<file path="src/rtl/seven_seg_scanner_if.sv">
// Bus between the display host (load side) and the multiplexed 8-digit
// seven-segment driver (scan side).
interface seven_seg_scanner_if;
    logic        load;
    logic [31:0] value;
    logic [7:0]  digit_en;
    logic [7:0]  dp_en;
    logic [2:0]  digit_sel;
    logic [6:0]  seg;
    logic        dp_n;
    logic        slot_tick;

    modport master (
        output load,
        output value,
        output digit_en,
        output dp_en,
        input  digit_sel,
        input  seg,
        input  dp_n,
        input  slot_tick
    );

    modport slave (
        input  load,
        input  value,
        input  digit_en,
        input  dp_en,
        output digit_sel,
        output seg,
        output dp_n,
        output slot_tick
    );
endinterface

</file>
<file path="src/rtl/seven_seg_scanner.sv">
// Time-multiplexed 8-digit hex display scanner with per-slot anti-ghost
// blanking and frame-synchronous double-buffered display data.
module seven_seg_scanner #(
    parameter int CLK_DIV   = 100000,
    parameter int BLANK_CYC = 16
) (
    input  logic              clk,
    input  logic              rst_n,
    seven_seg_scanner_if.slave bus
);

    localparam int                CNT_W     = $clog2(CLK_DIV);
    localparam logic [CNT_W-1:0]  DIV_LAST  = CNT_W'(CLK_DIV - 1);
    localparam logic [CNT_W-1:0]  BLANK_END = CNT_W'(BLANK_CYC);
    localparam logic [CNT_W-1:0]  CNT_ONE   = CNT_W'(1);
    localparam logic [0:0]        ST_BLANK  = 1'b0;
    localparam logic [0:0]        ST_SHOW   = 1'b1;
    localparam logic [6:0]        SEG_OFF   = 7'h7F;

    function automatic logic [6:0] hex_to_seg(input logic [3:0] nib);
        logic [6:0] pat;
        case (nib)
            4'h0:    pat = 7'h40;
            4'h1:    pat = 7'h79;
            4'h2:    pat = 7'h24;
            4'h3:    pat = 7'h30;
            4'h4:    pat = 7'h19;
            4'h5:    pat = 7'h12;
            4'h6:    pat = 7'h02;
            4'h7:    pat = 7'h78;
            4'h8:    pat = 7'h00;
            4'h9:    pat = 7'h10;
            4'hA:    pat = 7'h08;
            4'hB:    pat = 7'h03;
            4'hC:    pat = 7'h46;
            4'hD:    pat = 7'h21;
            4'hE:    pat = 7'h06;
            4'hF:    pat = 7'h0E;
            default: pat = SEG_OFF;
        endcase
        return pat;
    endfunction

    logic [CNT_W-1:0] div_cnt_r;
    logic [CNT_W-1:0] div_cnt_nxt_s;
    logic [2:0]       digit_sel_r;
    logic [2:0]       digit_sel_nxt_s;
    logic             slot_end_s;
    logic             frame_end_s;
    logic [0:0]       state_r;
    logic [0:0]       state_nxt_s;

    logic [31:0]      act_val_r;
    logic [7:0]       act_en_r;
    logic [7:0]       act_dp_r;
    logic [31:0]      act_val_nxt_s;
    logic [7:0]       act_en_nxt_s;
    logic [7:0]       act_dp_nxt_s;
    logic [31:0]      pend_val_r;
    logic [7:0]       pend_en_r;
    logic [7:0]       pend_dp_r;
    logic             pend_valid_r;
    logic [31:0]      pend_val_nxt_s;
    logic [7:0]       pend_en_nxt_s;
    logic [7:0]       pend_dp_nxt_s;
    logic             pend_valid_nxt_s;

    logic             lit_nxt_s;
    logic [3:0]       nib_nxt_s;
    logic [6:0]       seg_nxt_s;
    logic             dp_n_nxt_s;
    logic [6:0]       seg_r;
    logic             dp_n_r;
    logic             slot_tick_r;

    // Slot divider and digit index advance.
    always_comb begin
        slot_end_s  = (div_cnt_r == DIV_LAST);
        frame_end_s = slot_end_s && (digit_sel_r == 3'd7);
        if (slot_end_s) begin
            div_cnt_nxt_s   = {CNT_W{1'b0}};
            digit_sel_nxt_s = digit_sel_r + 3'd1;
        end else begin
            div_cnt_nxt_s   = div_cnt_r + CNT_ONE;
            digit_sel_nxt_s = digit_sel_r;
        end
    end

    // Per-slot BLANK/SHOW sequencing; a slot always opens blanked.
    always_comb begin
        state_nxt_s = state_r;
        case (state_r)
            ST_BLANK: begin
                if (div_cnt_nxt_s >= BLANK_END) begin
                    state_nxt_s = ST_SHOW;
                end else begin
                    state_nxt_s = ST_BLANK;
                end
            end
            ST_SHOW: begin
                if (slot_end_s) begin
                    state_nxt_s = ST_BLANK;
                end else begin
                    state_nxt_s = ST_SHOW;
                end
            end
            default: state_nxt_s = ST_BLANK;
        endcase
    end

    // Double buffer: loads land in pending, active only swaps on the 7->0 edge.
    // A load on that very edge bypasses pending so it is not a frame late.
    always_comb begin
        act_val_nxt_s    = act_val_r;
        act_en_nxt_s     = act_en_r;
        act_dp_nxt_s     = act_dp_r;
        pend_val_nxt_s   = pend_val_r;
        pend_en_nxt_s    = pend_en_r;
        pend_dp_nxt_s    = pend_dp_r;
        pend_valid_nxt_s = pend_valid_r;
        if (frame_end_s) begin
            pend_valid_nxt_s = 1'b0;
            if (bus.load) begin
                act_val_nxt_s = bus.value;
                act_en_nxt_s  = bus.digit_en;
                act_dp_nxt_s  = bus.dp_en;
            end else if (pend_valid_r) begin
                act_val_nxt_s = pend_val_r;
                act_en_nxt_s  = pend_en_r;
                act_dp_nxt_s  = pend_dp_r;
            end else begin
                act_val_nxt_s = act_val_r;
                act_en_nxt_s  = act_en_r;
                act_dp_nxt_s  = act_dp_r;
            end
        end else begin
            if (bus.load) begin
                pend_val_nxt_s   = bus.value;
                pend_en_nxt_s    = bus.digit_en;
                pend_dp_nxt_s    = bus.dp_en;
                pend_valid_nxt_s = 1'b1;
            end else begin
                pend_valid_nxt_s = pend_valid_r;
            end
        end
    end

    // Next-cycle cathode image. Active data only changes on an edge whose
    // next state is BLANK, so using the current active registers is safe.
    always_comb begin
        lit_nxt_s = (state_nxt_s == ST_SHOW) && act_en_r[digit_sel_nxt_s];
        nib_nxt_s = act_val_r[{digit_sel_nxt_s, 2'b00} +: 4];
        if (lit_nxt_s) begin
            seg_nxt_s  = hex_to_seg(nib_nxt_s);
            dp_n_nxt_s = ~act_dp_r[digit_sel_nxt_s];
        end else begin
            seg_nxt_s  = SEG_OFF;
            dp_n_nxt_s = 1'b1;
        end
    end

    // Scan position, slot FSM and slot tick.
    always_ff @(posedge clk or negedge rst_n) begin
        if (!rst_n) begin
            div_cnt_r   <= {CNT_W{1'b0}};
            digit_sel_r <= 3'd0;
            state_r     <= ST_BLANK;
            slot_tick_r <= 1'b0;
        end else begin
            div_cnt_r   <= div_cnt_nxt_s;
            digit_sel_r <= digit_sel_nxt_s;
            state_r     <= state_nxt_s;
            slot_tick_r <= slot_end_s;
        end
    end

    // Active and pending display buffers.
    always_ff @(posedge clk or negedge rst_n) begin
        if (!rst_n) begin
            act_val_r    <= 32'd0;
            act_en_r     <= 8'd0;
            act_dp_r     <= 8'd0;
            pend_val_r   <= 32'd0;
            pend_en_r    <= 8'd0;
            pend_dp_r    <= 8'd0;
            pend_valid_r <= 1'b0;
        end else begin
            act_val_r    <= act_val_nxt_s;
            act_en_r     <= act_en_nxt_s;
            act_dp_r     <= act_dp_nxt_s;
            pend_val_r   <= pend_val_nxt_s;
            pend_en_r    <= pend_en_nxt_s;
            pend_dp_r    <= pend_dp_nxt_s;
            pend_valid_r <= pend_valid_nxt_s;
        end
    end

    // Registered cathode and decimal-point drivers.
    always_ff @(posedge clk or negedge rst_n) begin
        if (!rst_n) begin
            seg_r  <= SEG_OFF;
            dp_n_r <= 1'b1;
        end else begin
            seg_r  <= seg_nxt_s;
            dp_n_r <= dp_n_nxt_s;
        end
    end

    assign bus.digit_sel = digit_sel_r;
    assign bus.seg       = seg_r;
    assign bus.dp_n      = dp_n_r;
    assign bus.slot_tick = slot_tick_r;

endmodule
</file>
<file path="src/flat_wrapper.sv">
// flat-port wrapper written by rule: the top's interface ports become plain ports
module seven_seg_scanner_flat 
#(
    parameter int CLK_DIV   = 100000,
    parameter int BLANK_CYC = 16
)
  (clk, rst_n, bus_load, bus_value, bus_digit_en, bus_dp_en, bus_digit_sel, bus_seg, bus_dp_n, bus_slot_tick);
  seven_seg_scanner_if bus_i ();
  input  logic clk;
  input  logic rst_n;
  input wire logic [$bits(bus_i.load)-1:0] bus_load;
  input wire logic [$bits(bus_i.value)-1:0] bus_value;
  input wire logic [$bits(bus_i.digit_en)-1:0] bus_digit_en;
  input wire logic [$bits(bus_i.dp_en)-1:0] bus_dp_en;
  output wire logic [$bits(bus_i.digit_sel)-1:0] bus_digit_sel;
  output wire logic [$bits(bus_i.seg)-1:0] bus_seg;
  output wire logic [$bits(bus_i.dp_n)-1:0] bus_dp_n;
  output wire logic [$bits(bus_i.slot_tick)-1:0] bus_slot_tick;
  assign bus_i.load = bus_load;
  assign bus_i.value = bus_value;
  assign bus_i.digit_en = bus_digit_en;
  assign bus_i.dp_en = bus_dp_en;
  assign bus_digit_sel = bus_i.digit_sel;
  assign bus_seg = bus_i.seg;
  assign bus_dp_n = bus_i.dp_n;
  assign bus_slot_tick = bus_i.slot_tick;
  seven_seg_scanner #(.CLK_DIV(CLK_DIV), .BLANK_CYC(BLANK_CYC)) u_core (.clk(clk), .rst_n(rst_n), .bus(bus_i));
endmodule
</file>
<file path="config.mk">
export PLATFORM = sky130hd
export DESIGN_NAME = seven_seg_scanner_flat
export DESIGN_NICKNAME = d
export VERILOG_FILES = /design/src/rtl/seven_seg_scanner_if.sv /design/src/rtl/seven_seg_scanner.sv /design/src/flat_wrapper.sv
export SDC_FILE = /design/constraint.sdc
export NUM_CORES = 1
export LEC_CHECK = 0
export ABC_AREA = 1
export BUFFER_PORTS_ARGS = -buffer_cell sky130_fd_sc_hd__buf_4
export CORE_ASPECT_RATIO = 1.75
export CORE_MARGIN = 2
export CORE_UTILIZATION = 50
export CTS_CLUSTER_SIZE = 14
export DETAILED_ROUTE_END_ITERATION = 10
export GPL_ROUTABILITY_DRIVEN = 1
export PLACE_DENSITY = 0.69
export SYNTH_ARGS = -nofsm -noshare
export SYNTH_HDL_FRONTEND = slang
export SYNTH_SLANG_ARGS = --single-unit
</file>
<file path="constraint.sdc">
create_clock -name clk -period 2.9 [get_ports clk]
set_input_delay 0.145 -clock clk [delete_from_list [all_inputs] [get_ports clk]]
set_output_delay 0.145 -clock clk [all_outputs]
set_load 0.005 [all_outputs]
</file>
; ---- Yosys cells after proc, flatten, opt, wreduce, memory -nomap -nowiden
; Memory sizes are Yosys's and may differ from the RTL's.
; Cells that the tools add are included.
[word_totals]
ff_bits = 127
latchBits = 0
ramBits = 0
mem_bits_ro = 112
in_bits = 51
out_inout_bits = 12
wordCells = 49
mem_count = 1
[op_classes]
n_addsub = 2
multipliers = 0
n_div = 0
order_cmp = 2
n_eq_ne = 2
n_shift = 1
muxes = 19
bitwise_logic = 3
n_reduce_logical = 6
[memory_table]
columns = name, words, width, read_ports, rd_clocked_by_memory_dff, wr, line
row1 = (no name shown), 16, 7, 1, 0, 0, seven_seg_scanner.sv:22  ; case (nib)
[ops]
columns = op, count
row1 = two-way mux 32 bit, 2
row2 = two-way mux 8 bit, 4
row3 = variable part select 32 x 6 -> 4 bit, 1
row4 = "adder 17 x 1 -> 17 bit, second input constant", 1
row5 = "equality test 17 bit, second input constant", 1
row6 = "greater-or-equal comparator 17 x 5 -> 1 bit, second input constant", 1
row7 = two-way mux 17 bit, 1
row8 = two-way mux 1 bit, 7
row9 = two-way mux 7 bit, 1
row10 = binary-select mux 1 bit (select 3 bit), 2
row11 = "< comparator 3 x 4 -> 1 bit, second input constant", 1
row12 = AND reduction 2 bit, 2
row13 = nonzero test 2 bit, 2
row14 = "adder 3 x 1 -> 3 bit, second input constant", 1
row15 = "equality test 3 bit, second input constant", 1
row16 = two-way mux 3 bit, 1
row17 = inverter 1 bit, 3
row18 = logical AND 1 bit, 2
row19 = one-hot mux 1 bit (2 select lines), 1

; ---- Depth between registers and ports, before layout
[logic_depth]
ltp_word = 7
depth_mapped = 19

; ---- Worst setup path before layout
; No wires, ideal clock.
[synth_timing]
kind = reg2reg
startpoint = reg u_core.div_cnt_r[0]
endpoint = reg u_core.seg_r[3] (netlist: u_core.bus.seg[3])
setup_time_ns = 0.083
arrival_time_ns = 2.339
t_required_ns = 2.817
setup_slack_ns = 0.478
stages_incl_launch_ff = 19
synth_period_minus_slack_ns = 2.422
path_cell_list = dfrtp_1 ha_1 nand3_1 clkinv_1 nand3_2 clkinv_1 nand2_2 nand2_4 buf_6 nand3_1 nand2_1 nand2_1 nand2_2 inv_1 ha_1 inv_1 nand2_1 nand3_1 nand3_1
[synth_rtl]
columns = element, line
row1 = start: declaration, seven_seg_scanner.sv:44  ; logic [CNT_W-1:0] div_cnt_r;
row2 = start signal: assignment, seven_seg_scanner.sv:165  ; div_cnt_r <= {CNT_W{1'b0}};
row3 = start signal: assignment, seven_seg_scanner.sv:170  ; div_cnt_r <= div_cnt_nxt_s;
row4 = equality test 17 bit (*), seven_seg_scanner.sv:78  ; slot_end_s = (div_cnt_r == DIV_LAST);
row5 = two-way mux 3 bit (*), seven_seg_scanner.sv:80  ; if (slot_end_s) begin
row6 = net u_core.digit_sel_nxt_s[1], seven_seg_scanner.sv:47  ; logic [2:0] digit_sel_nxt_s;
row7 = "parallel branches: the longest is 3 deep, another holds memory read (16 x 7 bit)", -
row8 = two-way mux 7 bit (*), seven_seg_scanner.sv:153  ; if (lit_nxt_s) begin
row9 = net u_core.seg_nxt_s[3], seven_seg_scanner.sv:70  ; logic [6:0] seg_nxt_s;
row10 = end signal: assignment, seven_seg_scanner.sv:204  ; seg_r <= seg_nxt_s;
row11 = end: declaration, seven_seg_scanner.sv:72  ; logic [6:0] seg_r;
; Mark *: on every way through the listed nets, which the timed path passes. The select of a mux whose other input is x is not followed.
; A chain may end at the register's enable or synchronous reset.

; ---- Final worst setup path
[layout_timing]
startpoint = reg u_core.div_cnt_r[0]
endpoint = reg u_core.seg_r[3] (netlist: u_core.bus.seg[3])
[layout_via]
elab_chain_cells = 7
[layout_rtl]
columns = element, line
row1 = adder 17 x 1 -> 17 bit / equality test 17 bit (equally long branches), "seven_seg_scanner.sv:84, seven_seg_scanner.sv:78"
row2 = two-way mux 17 bit, seven_seg_scanner.sv:80
row3 = greater-or-equal comparator 17 x 5 -> 1 bit, seven_seg_scanner.sv:94  ; if (div_cnt_nxt_s >= BLANK_END) begin
row4 = two-way mux 1 bit, seven_seg_scanner.sv:94
row5 = one-hot mux 1 bit (2 select lines), seven_seg_scanner.sv:92  ; case (state_r)
row6 = logical AND 1 bit, seven_seg_scanner.sv:151  ; lit_nxt_s = (state_nxt_s == ST_SHOW) && act_en_r[digit_sel_nxt_s];
row7 = two-way mux 7 bit (*), seven_seg_scanner.sv:153
row8 = net u_core.seg_nxt_s[3], seven_seg_scanner.sv:70
; The timed path passes the listed nets; every way through them passes the cells marked *. The select of a mux whose other input is x is not followed.

==> results.sh <==
export IMPL_status="finished clean"
export IMPL_drt_wl_total_um=14700
export IMPL_first_global_vias=5233
export IMPL_p_seq_share_pct=44.7
export IMPL_synth_seq_cells=127
export IMPL_critPathBufInv=4
export IMPL_switching_power_uw=941
export IMPL_syn_inst=798
export IMPL_finalHoldViolations=0
export IMPL_worstSetupEndpointType="register"
export IMPL_fillers=1072
export IMPL_period_minus_slack_ps=2640
export IMPL_async_reset_ff_share_pct=100
export IMPL_dieArea_sq_um=13900
export IMPL_first_pass_iters=5
export IMPL_io_buffers=62
export IMPL_placed_cell_area_sq_um=7070
export IMPL_syn_area_sq_um=6440
export IMPL_die_x_um=89.8
export IMPL_ys_top_cells_by_area="dfrtp_1 46%, nand2_1 15%, o21ai_0 9.9%"
export IMPL_cp_slowest_cell="dfrtp_1"
export IMPL_syn_avg_cell_area_sq_um=8.08
export IMPL_startpoint_type="register"
export IMPL_core_sq_um=12500
export IMPL_drt_iter0_markers=275
export IMPL_track_usage_pct=22.4
export IMPL_syn_num_nets=857
export IMPL_p_leak_nw=3.84
export IMPL_synth_seq_area_share_pct=49.5
export IMPL_area_growth_pct=20.8
export IMPL_path_cells="ha_1, nand3_1, clkinvlp_4, nand3_2, clkinv_1, nand2_2, nand2_4, nand3_1, nand2_1, nand2_1, nand2_2, inv_1, ha_1, inv_1, nand2_1, nand3_1, nand3_1"
export IMPL_synth_most_common_cell="nand2_1"
export IMPL_htreeDepth=4
export IMPL_ir_worst_vdd_mv=0.455
export IMPL_hp_class="input pin to register"
export IMPL_maxCapViolCount=0
export IMPL_cts_tree="yes"
export IMPL_yosys_warnings=0
export IMPL_ys_types=37
export IMPL_start_util_pct=51.6
export IMPL_antenna_found_initial=0
export IMPL_clockBufferDepth=2
export IMPL_die_h_um=154
export IMPL_rsz0062_at_grt="yes"
export IMPL_io_pins=63
export IMPL_clock_sinks=127
export IMPL_grt_pass1_wl_um=24800
export IMPL_max_stage_delay_ps=390
export IMPL_root_buffer="clkbuf_16"
export IMPL_worstPathArrival_ps=2970
export IMPL_ant_nets=0
export IMPL_p_sw_share_pct=22.5
export IMPL_yosys_area_top_type_share_pct=46.2
export IMPL_critPathMaxFanout=13
export IMPL_hold_ws_ps=15.8
export IMPL_slew_headroom_pct=61.1
export IMPL_required_ps=3220
export IMPL_num_rows=54
export IMPL_setup_violations=0
export IMPL_dp_hpwl_um=10700
export IMPL_power_density_nw_per_um2=536
export IMPL_place_congestion=0.914
export IMPL_drv_slew=0
export IMPL_power_frac_clock_pct=49.4
export IMPL_via_count=5306
export IMPL_path_delay_family="simple AND/OR/NAND/NOR gates"
export IMPL_cts_made_buffers=17
export IMPL_fin_crit_sh_pct=91.1
export IMPL_finClkSkew_ps=11.1
export IMPL_worstMarginPinSlew_ps=583
export IMPL_fin_nets=927
export IMPL_setup_tns_ps=0
export IMPL_crit_top_cell="nand3_1"
export IMPL_diodes=0
export IMPL_clk_pin_slew_ps=60
export IMPL_power_share_combinational_pct=6.0
export IMPL_drcViolationCount=0
export IMPL_drive_above_1_share_pct=18.3
export IMPL_synth_edf_count=0
export IMPL_clk_latency_ps=410
export IMPL_cellInternalPower_mw=3.23
export IMPL_fin_area_sq_um=7790
export IMPL_synth_ff_type="dfrtp_1"
export IMPL_critPathKind="register to register"
export IMPL_grt_max_degree=97
export IMPL_synth_top_area_cell="dfrtp_1"
export IMPL_synth_common_cells="253 x nand2_1, 127 x o21ai_0, 119 x dfrtp_1"
export IMPL_via_per_inst=5.06
export IMPL_fmax_mhz=378
export IMPL_grt_overflow_total=0
export IMPL_wl_per_cell_um=14.0
==> metal layers <==
| metal | vias to the layer above | share of wire, % | routed length, um | global-route usage [%] |
|---|---|---|---|---|
| met5 | - | 0 | 0 | 0 |
| met4 | 0 | 3.4 | 492 | 10.5 |
| met3 | 33 | 3.0 | 441 | 4.48 |
| met2 | 111 | 53 | 7840 | 40.1 |
| met1 | 2478 | 40 | 5890 | 25.7 |
| li1 | 2684 | - | - | - |
==> placed cells by master, fill, tap and decap left out, types with 9 or more instances in the layout <==
cell type	count
nand2_1	252
o21ai_0	127
dfrtp_1	119
inv_1	90
buf_4	71
nand3_1	59
nor2_1	19
clkbuf_16	17
nand2_2	11
dlygate4sd3_1	11
mux2_2	10
mux2i_1	10
clkinvlp_4	9
==> kinds of logic after synthesis <==
| kind of cell | Yosys count | share of synthesized area, % |
|---|---|---|
| flops | 127 | 49.5 |
| xor+xnor | 5 | 0.679 |
| simple gates | 376 | 25.8 |
| buf+inv | 128 | 8.15 |
| fa+ha+maj | 8 | 1.55 |
| mux | 20 | 3.30 |
| compound gates | 134 | 11.0 |
==> worst reg2reg max path: stages (launching register included) <==
cell and delay, ps:
dfrtp_1 390, ha_1 220, nand3_1 170, clkinvlp_4 220, nand3_2 200, clkinv_1 150
nand2_2 100, nand2_4 110, nand3_1 120, nand2_1 50, nand2_1 60, nand2_2 100
inv_1 120, ha_1 240, inv_1 60, nand2_1 70, nand3_1 100, nand3_1 80
==> sequential cells by signal (all words and copies together), names as in the netlist, 3 cells and up <==
| signal | count |
|---|---|
| u_core.bus.seg | 7 |
| u_core.bus.digit_sel | 3 |
| u_core.act_val_r | 32 |
| u_core.pend_en_r | 8 |
| u_core.act_en_r | 8 |
| u_core.div_cnt_r | 17 |
| u_core.pend_dp_r | 8 |
| u_core.pend_val_r | 32 |
| u_core.act_dp_r | 8 |
==> stage by stage <==
stage                     worst slack, ps  utilization, %  instances  total power [mW]
after floorplan                       478               -        798              2.01
after global placement                312            56.6       1005              2.13
after detailed placement              169            56.6       1005              2.14
after CTS                             145            62.1       1047              4.22
after global routing                -7.09            62.3       1048              4.35
final                                 257            62.3       1048              4.17
==> power groups by stage <==
stage	clock [mW]	sequential, mW	combinational (mW)
6_report	2.06	1.86	0.250
5_1_grt	2.19	1.87	0.290
2_1_floorplan	0	1.89	0.123
3_3_place_gp	0	1.89	0.238
4_1_cts	2.09	1.86	0.258
3_5_place_dp	0	1.89	0.245
==> final cells by class <==
| class | count | area, sq um | share of cell area (%) |
|---|---|---|---|
| inverters | 94 | 359 | 4.61 |
| clock inverters | 12 | 138 | 1.77 |
| clock buffers | 19 | 443 | 5.69 |
| flip-flops and latches | 127 | 3190 | 40.9 |
| multi-input cells | 543 | 2750 | 35.3 |
| repair buffers | 85 | 703 | 9.03 |
| well taps | 168 | 210 | 2.70 |
==> worst paths after layout <==
check / startpoint / to / slack (ps) / cells past startpoint
worst max register to register: u_core.div_cnt_r[0] / u_core.bus.seg[3] / 260 / 17
worst min-delay path: bus_value[15] / u_core.pend_val_r[15] / 20 / 3
worst min register to register: u_core.pend_val_r[12] / u_core.pend_val_r[12] / 480 / 2
min in group asynchronous: rst_n / u_core.div_cnt_r[4] / 130 / 2
worst max-delay path: u_core.div_cnt_r[0] / u_core.bus.seg[3] / 260 / 17
max in group asynchronous: rst_n / u_core.bus.seg[3] / 2020 / 3
==> what timing repair did <==
item | in CTS | in global routing
resized for setup | 0 | 3
hold endpoints to repair | 107 | 0
endpoints found under the setup margin | 0 | 5
setup buffers | 0 | 1
hold buffers | 11 | 0
Note: power is estimated with default switching activity, not from simulation.
